==> src/rtl/registro_universal_param.sv <==
// N-bit universal register: hold/load/shift/rotate/arithmetic shift/clear, plus
// sequential multi-step shifts under start/busy/done. Define REG_PARITY_EN to add par/zero outputs.
module registro_universal_param #(
    parameter int           N       = 8,
    parameter logic [N-1:0] RST_VAL = '0,
    localparam int          AW      = $clog2(N) + 1
) (
    input  logic          clk,
    input  logic          rst,
    input  logic          en,
    input  logic [2:0]    op,
    input  logic [N-1:0]  d,
    input  logic          sin,
    input  logic          start,
    input  logic [AW-1:0] amt,
    output logic [N-1:0]  q,
    output logic          sout,
    output logic          busy,
    output logic          done,
`ifdef REG_PARITY_EN
    output logic          par,
    output logic          zero,
`endif
    output logic [1:0]    dbg_state
);

    localparam logic [2:0] OP_HOLD = 3'd0;
    localparam logic [2:0] OP_LOAD = 3'd1;
    localparam logic [2:0] OP_SHL  = 3'd2;
    localparam logic [2:0] OP_SHR  = 3'd3;
    localparam logic [2:0] OP_ROL  = 3'd4;
    localparam logic [2:0] OP_ROR  = 3'd5;
    localparam logic [2:0] OP_ASR  = 3'd6;
    localparam logic [2:0] OP_CLR  = 3'd7;

    typedef enum logic [1:0] {
        ST_IDLE = 2'd0,
        ST_RUN  = 2'd1,
        ST_DONE = 2'd2
    } state_t;

    state_t        r_state, w_state_nxt;
    logic [N-1:0]  r_q, w_q_nxt;
    logic          r_sout, w_sout_nxt;
    logic [AW-1:0] r_count, w_count_nxt;
    logic [2:0]    r_op, w_op_nxt;

    logic [2:0]    w_step_op;
    logic [N-1:0]  w_step_q;
    logic          w_step_out;
    logic          w_is_shift;

    // One shift/rotate step; in RUN it uses the latched op so the live op input is ignored.
    always_comb begin
        w_step_op  = (r_state == ST_RUN) ? r_op : op;
        w_step_q   = r_q;
        w_step_out = r_sout;
        case (w_step_op)
            OP_SHL: begin w_step_q = {r_q[N-2:0], sin};      w_step_out = r_q[N-1]; end
            OP_SHR: begin w_step_q = {sin, r_q[N-1:1]};      w_step_out = r_q[0];   end
            OP_ROL: begin w_step_q = {r_q[N-2:0], r_q[N-1]}; w_step_out = r_q[N-1]; end
            OP_ROR: begin w_step_q = {r_q[0], r_q[N-1:1]};   w_step_out = r_q[0];   end
            OP_ASR: begin w_step_q = {r_q[N-1], r_q[N-1:1]}; w_step_out = r_q[0];   end
            default: ;
        endcase
    end

    assign w_is_shift = (op >= OP_SHL) && (op <= OP_ASR);

    always_comb begin
        w_state_nxt = r_state;
        w_q_nxt     = r_q;
        w_sout_nxt  = r_sout;
        w_count_nxt = r_count;
        w_op_nxt    = r_op;
        case (r_state)
            ST_IDLE: begin
                if (en) begin
                    if (start && w_is_shift) begin
                        // The first step happens on the next edge, so q is untouched here.
                        w_op_nxt    = op;
                        w_count_nxt = amt;
                        w_state_nxt = (amt == '0) ? ST_DONE : ST_RUN;
                    end else begin
                        case (op)
                            OP_HOLD: ;
                            OP_LOAD: w_q_nxt = d;
                            OP_CLR:  w_q_nxt = RST_VAL;
                            default: begin
                                w_q_nxt    = w_step_q;
                                w_sout_nxt = w_step_out;
                            end
                        endcase
                    end
                end
            end
            ST_RUN: begin
                w_q_nxt     = w_step_q;
                w_sout_nxt  = w_step_out;
                w_count_nxt = r_count - AW'(1);
                if (r_count == AW'(1)) begin
                    w_state_nxt = ST_DONE;
                end
            end
            ST_DONE: w_state_nxt = ST_IDLE;
            default: w_state_nxt = ST_IDLE;
        endcase
    end

    always_ff @(posedge clk) begin
        if (rst) begin
            r_state <= ST_IDLE;
            r_q     <= RST_VAL;
            r_sout  <= 1'b0;
            r_count <= '0;
            r_op    <= OP_HOLD;
        end else begin
            r_state <= w_state_nxt;
            r_q     <= w_q_nxt;
            r_sout  <= w_sout_nxt;
            r_count <= w_count_nxt;
            r_op    <= w_op_nxt;
        end
    end

    assign q         = r_q;
    assign sout      = r_sout;
    assign busy      = (r_state == ST_RUN);
    assign done      = (r_state == ST_DONE);
    assign dbg_state = r_state;

`ifdef REG_PARITY_EN
    assign par  = ^r_q;
    assign zero = (r_q == '0);
`endif

endmodule

==> config.mk <==
export PLATFORM = sky130hd
export DESIGN_NAME = registro_universal_param
export DESIGN_NICKNAME = d
export VERILOG_FILES = /design/src/rtl/registro_universal_param.sv
export SDC_FILE = /design/constraint.sdc
export NUM_CORES = 1
export LEC_CHECK = 0
export BUFFER_PORTS_ARGS = -buffer_cell sky130_fd_sc_hd__clkbuf_2
export CELL_PAD_IN_SITES_DETAIL_PLACEMENT = 0
export CELL_PAD_IN_SITES_GLOBAL_PLACEMENT = 1
export CORE_ASPECT_RATIO = 1.25
export CORE_MARGIN = 2
export CORE_UTILIZATION = 30
export CTS_CLUSTER_DIAMETER = 50
export DETAILED_ROUTE_END_ITERATION = 10
export PLACE_DENSITY_LB_ADDON = 0.1
export SLEW_MARGIN = 20
export SYNTH_ARGS = -nofsm -noshare
export SYNTH_HDL_FRONTEND = slang
export SYNTH_SLANG_ARGS = --single-unit
export TNS_END_PERCENT = 5
==> constraint.sdc <==
create_clock -name clk -period 3 [get_ports clk]
set_clock_uncertainty 0.2 [all_clocks]
set_input_delay 0.45 -clock clk [delete_from_list [all_inputs] [get_ports clk]]
set_output_delay 0.45 -clock clk [all_outputs]
set_load 0.01 [all_outputs]
# Yosys cells after proc, flatten, opt, wreduce, memory -nomap -nowiden
# Cells that the tools add are included.
[totals]
reg_bits = 18
out_inout_bits = 13
elab_cells = 57
[classes]
add_sub_neg = 1
order_cmp = 2
eq_ne = 16
mux = 19
reduce_logical = 14
[ops]
columns = ["op", "n"]
rows = [
  ["$pmux W8 S5", 1],
  ["$pmux W8 S3", 1],
  ["$mux W8", 2],
  ["$pmux W8 S2", 1],
  ["$eq A3 B3 Y1 const B", 4],
  ["$ne A2 B2 Y1 const B", 5],
  ["$reduce_and A3 Y1", 3],
  ["$mux W2", 4],
  ["$mux W4", 2],
  ["$pmux W4 S2", 1],
  ["$reduce_and A4 Y1", 2],
  ["$eq A3 B2 Y1 const B", 2],
  ["$reduce_or A3 Y1", 2],
  ["$eq A4 B1 Y1 const B", 1],
  ["$logic_not A4 Y1", 1],
  ["$pmux W1 S2", 2],
  ["$pmux W2 S2", 1],
  ["$sub A4 B1 Y4 const B", 1],
  ["$eq A3 B1 Y1 const B", 1],
  ["$ge A3 B2 Y1 const B", 1],
  ["$le A3 B3 Y1 const B", 1],
  ["$logic_not A3 Y1", 1],
  ["$mux W1", 3],
  ["$mux W3", 1],
  ["other kinds (7)", 8],
]

# Depth between registers and ports, before layout
[logic_depth]
word_depth = 9
mapped_depth = 9
depth_no_buf = 6

# Least setup slack after synthesis
# Ideal clock, no wire load.
[synth_path]
kind = "input to register"
from = "input op[1]"
to = "register r_q[0] (netlist: q[0])"
setup_ps = 120
arrival_ps = 1630
t_required_ps = 2680
setup_slack_ps = 1051
path_stages = 7
cell_sequence = "buf_2 -> or2_2 -> a31oi_2 -> or2_1 -> buf_2 -> a21oi_1 -> a211o_1"
[synth_between]
elab_chain_len = 7
elab_cells_between_ends = 21
[synth_lines]
columns = ["item", "line_no", "text"]
rows = [
  ["start, declared", "11", "input logic [2:0] op,"],
  ["$mux W3", "55", "w_step_op = (r_state == ST_RUN) ? r_op : op;"],
  ["$eq A3 B3 Y1 or $eq A3 B2 Y1 (tied branches)", "58", "case (w_step_op)"],
  ["$pmux W8 S5", "58", ""],
  ["$pmux W8 S3", "85", "case (op)"],
  ["$mux W8", "79", "if (start && w_is_shift) begin"],
  ["$mux W8", "78", "if (en) begin"],
  ["$pmux W8 S2", "76", "case (r_state)"],
  ["end signal, assigned", "119", "r_q <= w_q_nxt;"],
  ["end, declared", "43", "logic [N-1:0] r_q, w_q_nxt;"],
]
# Several ways; a longest one is shown, not always the timed one. The select of a mux whose other input is x is not followed.
# A chain may end at the register's enable or synchronous reset.

# Worst setup path in the final report
[layout_path]
from = "register r_state[1] (netlist: dbg_state[1])"
to = "register r_q[0] (netlist: q[0])"
[layout_between]
elab_chain_len = 8
elab_cells_between_ends = 18
[layout_lines]
columns = ["item", "line_no", "text"]
rows = [
  ["start, declared", "42", "state_t r_state, w_state_nxt;"],
  ["start signal, assigned", "118", "r_state <= w_state_nxt;"],
  ["$eq A2 B1 Y1", "55, 76", ""],
  ["$mux W3", "55", ""],
  ["$eq A3 B3 Y1 or $eq A3 B2 Y1 (tied branches)", "58", ""],
  ["$pmux W8 S5", "58", ""],
  ["$pmux W8 S3", "85", ""],
  ["$mux W8", "79", ""],
  ["$mux W8", "78", ""],
  ["$pmux W8 S2", "76", ""],
]
# Several ways; a longest one is shown, not always the timed one. The select of a mux whose other input is x is not followed.

==> key figures <==
Outcome
  • Run status: finished clean

Die
  • Vertical die dimension: 75.6 um
  • Floorplan core area: 0.00400 mm2
  • Std-Cell Rows: 26
  • Boundary pin count: 33
  • Die Width: 61.3 um
  • Initial Utilization: 30.8%
  • DIE AREA: 0.00464 mm2

Timing
  • Part of the cycle the worst path needs: 80.8%
  • Actual slew at the worst max-slew pin: 772 ps
  • Final worst-path setup slack: 575 ps
  • Highest clock frequency the design can meet: 412 MHz
  • Final number of hold-violating endpoints: 0
  • Setup violations, final: 0
  • Total negative slack for setup checks: 0 ps
  • Max_slew headroom: 48.1%
  • Final critical path time including I/O delays and setup: 2420 ps
  • Setup repair after global routing missed its margin: no
  • Final Max Slew Viols: 0
  • Worst Hold Slack: 192 ps

Synthesis
  • Simple-Gate Fraction of Synth Area: 22.2%
  • Net count of the mapped netlist: 184
  • Adder-Cell Fraction of Synth Area: 2.03%
  • Number of register bits inferred by synthesis: 18
  • Biggest area contributors in the synthesized netlist: dfxtp_1 29%, a22oi_1 5.5%, o221ai_1 5.0%
  • Xor/xnor cell area share of the yosys netlist: 2.13%
  • Yosys warning count: 0
  • Number of synthesized flops with an enable pin: 0
  • Distinct cell type count after synthesis: 42
  • Synthesized instance count: 162
  • Largest family of logic cells by synthesized area: compound AO/OA/AOI/OAI gates
  • Leading area contributor after synthesis: dfxtp_1
  • Share of the synthesized area in the top cell type: 29.3%
  • Commonest cells in the synthesized netlist: 18 x dfxtp_1, 14 x inv_1, 13 x nand2_1, 13 x nor2_1, 12 x a21oi_1
  • Post-Synthesis Cell Area: 0.00123 mm2
  • Synth Area in Compound Gates: 32.4%
  • Most numerous cell in the Yosys netlist: dfxtp_1
  • Commonest register cell after synthesis: dfxtp_1
  • Average cell area after synthesis: 7.60 um2
  • Multiplexer share of the synthesized area: 2.44%
  • Async set-reset flop share out of synthesis: 0%
  • Proportion of synthesized chip area in sequential cells: 29.3%

Power and ir drop
  • PD cells: 457 mW/mm2
  • Total power draw: 672 uW
  • Maximum vdd drop: 0.000138 V
  • Leakage power: 0.000577 uW

Global routing
  • Antenna violations before repair: 0
  • Largest net degree at the start of global routing: 17
  • First-pass GRT wire length: 5.26 mm
  • Total overflow reported by the global router: 0
  • Total GRT Usage: 15.3%
  • Via count of the first global-routing pass: 1125

Clocking
  • Clock slew seen by the registers of the worst setup and hold paths: 80 ps
  • TritonCTS clock tree: yes
  • CTS Root Cell: clkbuf_8
  • CTS buffer count: 3
  • Resize count post-CTS: 0
  • Worst-Skew Late Latency: 260 ps
  • Number of buffers inserted for hold repair after clock tree synthesis: 0
  • Number of sinks handled by clock tree synthesis: 18
  • Post-CTS Setup Repair Bufs: 0
  • Largest buffer count on any clock path: 2
  • H-tree levels: 1

Run
  • Reported max-cap violation count: 0

Placement
  • Post-Place Worst Slack: 625 ps
  • Number of input and output port buffers inserted: 32
  • Last weighted congestion value of the routability-driven placer: 0.821
  • Detailed placer's ending HPWL: 2.55 mm

Critical path
  • Category of cells accounting for the largest share of critical-path delay: simple AND/OR/NAND/NOR gates
  • Critical path type: flip-flop to flip-flop
  • Critical register-to-register path startpoint: dbg_state[1]
  • Crit path max fanout: 12
  • Slack of the worst reg-to-reg path: 580 ps
  • Critical Path Sink Type: flip-flop
  • Path length in cells of the critical path: 6
  • Critical path data required time: 2950 ps
  • Chain of cells forming the critical path: nand2b_1 > inv_2 > nor3_1 > or2_1 > o221ai_1 > a211o_1
  • Crit Reg-Reg Endpoint: q[0]
  • Kind of start point of the critical path: flip-flop
  • Origin of the worst setup path: dbg_state[1]
  • Worst Reg-to-Reg Cells: 6
  • Critical-path cell with the highest stage delay: dfxtp_1
  • Crit-path max cell delay: 550 ps
  • Critical path buffers and inverters: 1
  • Endpoint of the worst setup timing path: q[0]
  • Data arrival time of the worst path: 2380 ps

Detailed routing
  • Count of vias placed by the detailed router: 1308
  • Overall routed net length: 3.44 mm
  • Initial drt markers: 88
  • Via density: 5.34
  • Remaining antenna violation count: 0
  • Detail-routed net length per standard cell: 14.0 um
  • Pre-Repair DR Iteration Count: 4
  • DRC: 0

Layout
  • Net count, final: 212
  • Share of cells above drive strength 1: 22.2%
  • Area growth from synthesis to final layout: 19.4%
  • Total inserted antenna cells: 0

Min path
  • Type of the tightest min-delay check: input pin to flip-flop
## layout by cell type (no fill, tap or decap), types with 2 or more instances in the layout
cell / instances
or4bb_1: 2
nor2_1: 13
dfxtp_1: 18
a211o_1: 3
a21oi_1: 12
or4_1: 2
clkbuf_8: 4
nand2b_1: 3
o21ai_1: 2
a22oi_1: 9
o21ai_0: 5
nor3_1: 6
nor3b_1: 2
a311oi_1: 2
o31ai_1: 4
nand2_1: 13
a211oi_1: 3
or2_1: 2
ha_1: 2
xnor2_1: 2
clkbuf_2: 32
o221ai_1: 7
buf_4: 2
mux2i_1: 3
nand3_1: 5
a21o_1: 2
a31oi_1: 2
inv_1: 14
## sequential cells by signal, summed over array words and instances, names as in the netlist
| name | cells |
|---|---|
| r_op | 3 |
| q | 8 |
| r_count | 4 |
| sout | 1 |
| dbg_state | 2 |
## cell families (layout without fill, tap and decap cells)
group	Yosys count	in the layout
simple gates	53	53
compound gates	57	57
buf+inv	26	53
flops	18	18
mux	3	3
fa+ha+maj	2	2
xor+xnor	3	3
## worst min path at each step
stage	from	endpoint	slack (ps)	cells after the start
floorplan	r_count[1]	r_count[1]	290	2
global placement	r_count[1]	r_count[1]	310	2
detailed placement	r_count[1]	r_count[1]	330	2
CTS	d[3]	q[3]	190	3
global route	d[3]	q[3]	190	3
finish	d[3]	q[3]	190	3
## final cells by class
type | instances | area [um2]
inverter | 15 | 56.3
timing repair buffer | 34 | 175
tap | 56 | 70.1
fill | 443 | 2530
clock buffer | 4 | 55.1
multi-input combinational | 118 | 753
sequential | 18 | 360
## metal layers
| metal | up-vias | track usage [%] | wire length [um] |
|---|---|---|---|
| met3 | 4 | 2.72 | 184 |
| li1 | 654 | - | - |
| met2 | 41 | 24.0 | 1580 |
| met4 | 0 | 6.28 | 56 |
| met1 | 609 | 20.5 | 1620 |
| met5 | - | 0 | 0 |
## power breakdown
part	switching, uW	leakage, uW	internal [uW]
sequential	22.3	0.000147	257
combinational	111	0.000401	74.6
clock	89.5	0.0000288	117
total	223	0.000577	449
## per-stage QoR
| step | instance area (um2) | utilization (%) | instances |
|---|---|---|---|
| after floorplan | 1230 | - | 162 |
| after global placement | 1420 | 35.4 | 241 |
| after detailed placement | 1420 | 35.4 | 241 |
| after CTS | 1470 | 36.7 | 245 |
| after global routing | 1470 | 36.7 | 245 |
| final | 1470 | 36.7 | 245 |
## worst register-to-register path, cell delays in order (launching register included)
cell	delay [ps]
dfxtp_1	550
nand2b_1	380
inv_2	180
nor3_1	240
or2_1	330
o221ai_1	160
a211o_1	280
Note: power is estimated with default switching activity, not from simulation.
